===== src/rtl/lock_sequencer.sv =====
// lock_sequencer: control FSM sequencing the 4-digit combination-lock datapath with timeout and lockout
module lock_sequencer #(
  parameter int          MAX_FAIL       = 3,
  parameter int          LOCKOUT_CYCLES = 1000,
  parameter int          TIMEOUT_CYCLES = 500,
  parameter logic [15:0] CYPHER_DEFAULT = 16'h0000,
  parameter int          CNT_W          = 16
) (
  input  logic        clock,
  input  logic        reset,
  input  logic [3:0]  digit_in,
  input  logic        digit_strobe,
  input  logic        cypher_load,
  input  logic [15:0] cypher_in,
  input  logic        relock,
  input  logic        dp_valid,
  input  logic        dp_invalid,
  input  logic        dp_restart,
  input  logic        dp_final,
  output logic [2:0]  control_out,
  output logic [3:0]  digit_out,
  output logic [15:0] cypher_out,
  output logic        dp_read,
  output logic [2:0]  stage,
  output logic [3:0]  fail_count,
  output logic        unlocked,
  output logic        locked_out,
  output logic        busy
);
  typedef enum logic [2:0] {WAIT, CHECK, EVAL, UNLOCKED, LOCKOUT} state_t;
  state_t state;
  logic [CNT_W-1:0] timer, lock_cnt;
  logic [3:0] fail_next;
  logic unused_ok;
  assign unused_ok = dp_invalid;
  assign fail_next = fail_count == 4'hF ? 4'hF : fail_count + 4'd1;
  always_ff @(posedge clock or posedge reset) begin
    if (reset) begin
      state       <= WAIT;
      stage       <= 3'd1;
      control_out <= 3'd0;
      digit_out   <= 4'd0;
      dp_read     <= 1'b0;
      cypher_out  <= CYPHER_DEFAULT;
      fail_count  <= 4'd0;
      timer       <= '0;
      lock_cnt    <= '0;
      unlocked    <= 1'b0;
      locked_out  <= 1'b0;
      busy        <= 1'b0;
    end else begin
      case (state)
        WAIT: begin
          if (digit_strobe) begin
            digit_out   <= digit_in;
            control_out <= stage;
            dp_read     <= 1'b1;
            busy        <= 1'b1;
            timer       <= '0;
            state       <= CHECK;
          end else begin
            if (cypher_load && stage == 3'd1) cypher_out <= cypher_in;
            if (stage > 3'd1) begin
              if (timer >= CNT_W'(TIMEOUT_CYCLES - 1)) begin
                stage <= 3'd1;
                timer <= '0;
              end else timer <= timer + CNT_W'(1);
            end else timer <= '0;
          end
        end
        CHECK: begin
          control_out <= 3'd0;
          dp_read     <= 1'b0;
          state       <= EVAL;
        end
        EVAL: begin
          busy <= 1'b0;
          if (stage == 3'd4 && dp_final) begin
            unlocked   <= 1'b1;
            stage      <= 3'd1;
            fail_count <= 4'd0;
            state      <= UNLOCKED;
          end else if (stage < 3'd4 && dp_valid) begin
            stage <= stage + 3'd1;
            state <= WAIT;
          end else if (stage >= 3'd2 && dp_restart) begin
            // the rejected digit equals digit 1, so it already starts a new attempt
            stage <= 3'd2;
            state <= WAIT;
          end else begin
            stage      <= 3'd1;
            fail_count <= fail_next;
            if (fail_next == 4'(MAX_FAIL)) begin
              locked_out <= 1'b1;
              lock_cnt   <= '0;
              state      <= LOCKOUT;
            end else state <= WAIT;
          end
        end
        UNLOCKED: begin
          if (cypher_load) cypher_out <= cypher_in;
          if (relock) begin
            unlocked <= 1'b0;
            state    <= WAIT;
          end
        end
        LOCKOUT: begin
          if (lock_cnt >= CNT_W'(LOCKOUT_CYCLES - 1)) begin
            locked_out <= 1'b0;
            fail_count <= 4'd0;
            stage      <= 3'd1;
            lock_cnt   <= '0;
            state      <= WAIT;
          end else lock_cnt <= lock_cnt + CNT_W'(1);
        end
        default: state <= WAIT;
      endcase
    end
  end
endmodule


===== config.mk =====
export PLATFORM = sky130hd
export DESIGN_NAME = lock_sequencer
export DESIGN_NICKNAME = d
export VERILOG_FILES = /design/src/rtl/lock_sequencer.sv
export SDC_FILE = /design/constraint.sdc
export NUM_CORES = 1
export LEC_CHECK = 0
export BUFFER_PORTS_ARGS = -buffer_cell sky130_fd_sc_hd__clkbuf_2
export CAP_MARGIN = 10
export CORE_AREA = 2 2 86 88
export CTS_CLUSTER_DIAMETER = 30
export DETAILED_ROUTE_END_ITERATION = 8
export DIE_AREA = 0 0 88 90
export GPL_TIMING_DRIVEN = 0
export PLACE_DENSITY = 0.7
export SYNTH_ARGS = -nofsm -noshare
export SYNTH_HDL_FRONTEND = slang
export SYNTH_SLANG_ARGS = --single-unit

===== constraint.sdc =====
create_clock -name clock -period 2.1 [get_ports clock]
set_input_delay 0.315 -clock clock [delete_from_list [all_inputs] [get_ports clock]]
set_output_delay 0.315 -clock clock [all_outputs]
set_load 0.01 [all_outputs]

==> impl_metrics.env <==
export IMPL_numnets_final=401
export IMPL_power_combinational_fraction=0.371
export IMPL_cp_data_required_time_ns=2.36
export IMPL_grt_overflow=0
export IMPL_diodes=0
export IMPL_gp_congestion=0.855
export IMPL_part_of_the_power_in_the_clock_network=0.218
export IMPL_path_class="reg -> reg"
export IMPL_clk_pin_slew_worst_paths_ns=0.07
export IMPL_worstPathArrival_ns=2.27
export IMPL_synth_area_per_cell_um2=11.0
export IMPL_route_final_wire_length_um=6530
export IMPL_p_leak_nw=1.87
export IMPL_cellInternalPower_mw=3.15
export IMPL_remaining_drc_errors=0
export IMPL_postSynthNetCount=323
export IMPL_edff_count_synth=0
export IMPL_ctsHtreeMaxLevel=3
export IMPL_core_region_area_um2=7020
export IMPL_setup_violations=0
export IMPL_cp_cell_sequence="buf_6 -> or3_4 -> or4_4 -> or3_1 -> o211ai_2"
export IMPL_boundaryPins=63
export IMPL_dieHeight_um=90
export IMPL_yosys_most_used_dff="dfrtp_1"
export IMPL_hold_class="in -> async"
export IMPL_synth_seq_area_share=0.546
export IMPL_run_status="finished, final reports clean"
export IMPL_vias_in_the_first_global_route=2373
export IMPL_worst_pin_slew_ns=0.835
export IMPL_timing_critical_path_buf_inv=1
export IMPL_fin_skew_ns=0.00860
export IMPL_post_synth_instance_area_um2=3170
export IMPL_antenna_violating_nets_post_route=0
export IMPL_async_flop_share=1.00
export IMPL_maxCapViolCount=0
export IMPL_critical_path_endpoint_type="flip-flop"
export IMPL_finish_utilization=0.553
export IMPL_rows=31
export IMPL_clock_sinks=69
export IMPL_portBuffers=61
export IMPL_via_per_inst=5.17
export IMPL_portion_of_synthesized_cell_area_occupied_by_the_leading_cell_type=0.538
export IMPL_design_die_area_um2=7920
export IMPL_cts_hold_buffers=0
export IMPL_power_density_nw_per_um2=1250
export IMPL_number_of_antenna_violations_at_the_first_check_in_global_routing=0
export IMPL_drive_above_1_share=0.337
export IMPL_r2r_slack_ns=0.09
export IMPL_layout_worst_path_cycle_share=0.955
export IMPL_root_buffer="clkbuf_8"
export IMPL_yosys_cell_count_top_type="dfrtp_1"
export IMPL_critical_path_slowest_cell="or4_4"
export IMPL_timing_final_hold_violations=0
export IMPL_drt_wirelength_per_cell_um=13.9
export IMPL_place_hpwl_um=4480
export IMPL_nature_of_the_critical_path_startpoint="flip-flop"
export IMPL_timing_fmax_ghz=0.498
export IMPL_first_pass_iters=4
export IMPL_numCtsBuffers=9
export IMPL_track_usage=0.179
export IMPL_fin_crit_ns=2.01
export IMPL_critical_path_top_delay_family="simple AND/OR/NAND/NOR gates"
export IMPL_synth_lib_cells_used_distinct=45
export IMPL_initial_utilization=0.451
export IMPL_slew_limit_headroom=0.443
export IMPL_post_synth_top_area_cell="dfrtp_1"
export IMPL_post_route_cell_area_um2=3880
export IMPL_detail_route_iter0_violations=134
export IMPL_vdd_ir_drop_worst_mv=0.767
export IMPL_syn_to_final_growth_pct=22.6
export IMPL_switching_share=0.353
export IMPL_grt_start_max_net_pins=70
export IMPL_worstPathMaxFanout=10
export IMPL_worstSkewPairLatency_ns=0.34
export IMPL_synth_seq_cells=69
export IMPL_synth_top_cells_by_area="dfrtp_1 (54%), mux2_2 (8.9%), o21ai_0 (3.0%), nor2_1 (3.0%), ha_1 (2.4%)"
export IMPL_hold_worst_slack_ns=0.123
export IMPL_cell_types_with_the_highest_counts_after_synthesis="dfrtp_1 (68), mux2_2 (25), nor2_1 (25)"
export IMPL_die_width_um=88
export IMPL_ys_warn_count=0
export IMPL_route_vias_total=2428
export IMPL_finalMaxSlewViolations=0
export IMPL_critical_path_max_stage_delay_ns=0.56
export IMPL_grt_pass1_wl_um=11200
export IMPL_synthesis_instances=288
export IMPL_clock_tree_from_tritoncts="yes"
export IMPL_cts_path_max_buffers=2
export IMPL_placedInstanceArea_um2=3600
export IMPL_power_switching_mw=1.72
export IMPL_seq_power_share=0.411
## per-layer routing
metal | share of wire | vias to the layer above | GRT usage | routed length [µm]
met5 | 0 | - | 0 | 0
met4 | 0.013 | 0 | 0.0590 | 84
met3 | 0.035 | 9 | 0.0478 | 228
met2 | 0.49 | 43 | 0.271 | 3190
met1 | 0.46 | 1192 | 0.250 | 3020
li1 | - | 1184 | - | -
## worst reg2reg max path, stage by stage, from the launching register on
cell and delay (ns):
dfrtp_1 0.37, buf_6 0.14, or3_4 0.40, or4_4 0.56, or3_1 0.38, o211ai_2 0.08
## kinds of logic (layout without fill, tap and decap cells)
group,Yosys count,count (layout),share of synthesized area
simple gates,109,109,0.184
flops,69,69,0.546
compound gates,53,53,0.105
mux,27,27,0.0953
buf+inv,16,99,0.0241
xor+xnor,8,8,0.0221
fa+ha+maj,6,6,0.0237
## registers in the layout (all words and copies together) (netlist names)
register,cells
cypher_out,16
lock_cnt,16
timer,16
digit_out,4
fail_count,4
control_out,3
stage,3
state,3
busy,1
dp_read,1
locked_out,1
unlocked,1
## cells in the final DEF, fill, tap and decap left out, drive strengths merged, types with 3 or more instances in the layout
cell	count
a21oi	14
a22o	3
a31oi	4
and2	9
and3	9
buf	10
clkbuf	78
dfrtp	68
ha	6
inv	7
mux2	25
nand2	18
nand2b	4
nand3	13
nand4	5
nor2	25
nor2b	6
nor3	6
nor4	3
o21ai	19
or3	3
xor2	7
## through the flow
step                instances  power (mW)  worst slack [ns]  TNS [ns]
CTS                       467        4.88            0.0366         0
global route              470        5.23          -0.00567  -0.00567
floorplan                 288        3.16            0.0468         0
global placement          448        3.73            -0.772    -54.18
finish                    470        4.86            0.0935         0
detailed placement        448        3.78            -0.341     -2.38
## final timing paths
kind | cells after the start | to | start
min | 2 | digit_out[3] | reset
max in group asynchronous | 2 | stage[1] | reset
max | 5 | timer[7] | state[0]
min in group clock | 2 | cypher_out[6] | cypher_in[6]
max reg2reg | 5 | timer[7] | state[0]
min reg2reg | 2 | locked_out | locked_out
## cell type report
type	count	area (µm²)
Fill cell	628	3140
Inverter	7	28.8
Sequential cell	69	1730
Buffer	8	50.0
Clock buffer	12	145
Timing Repair Buffer	68	358
Multi-Input combinational cell	203	1400
Tap cell	99	124
Clock inverter	4	47.5
## power groups by stage
stage	Sequential (mW)	Combinational [mW]	Clock (mW)
2_1_floorplan	2.10	1.06	0
3_3_place_gp	1.98	1.75	0
3_5_place_dp	1.99	1.78	0
4_1_cts	1.97	1.81	1.10
5_1_grt	2.06	2.01	1.16
6_report	2.00	1.81	1.06
## repair_timing
action	CTS	global route
gates resized for setup	4	9
endpoints found under the setup margin	27	34
buffers inserted	3	4
pin swaps	1	2
Note: power is estimated with default switching activity, not from simulation.
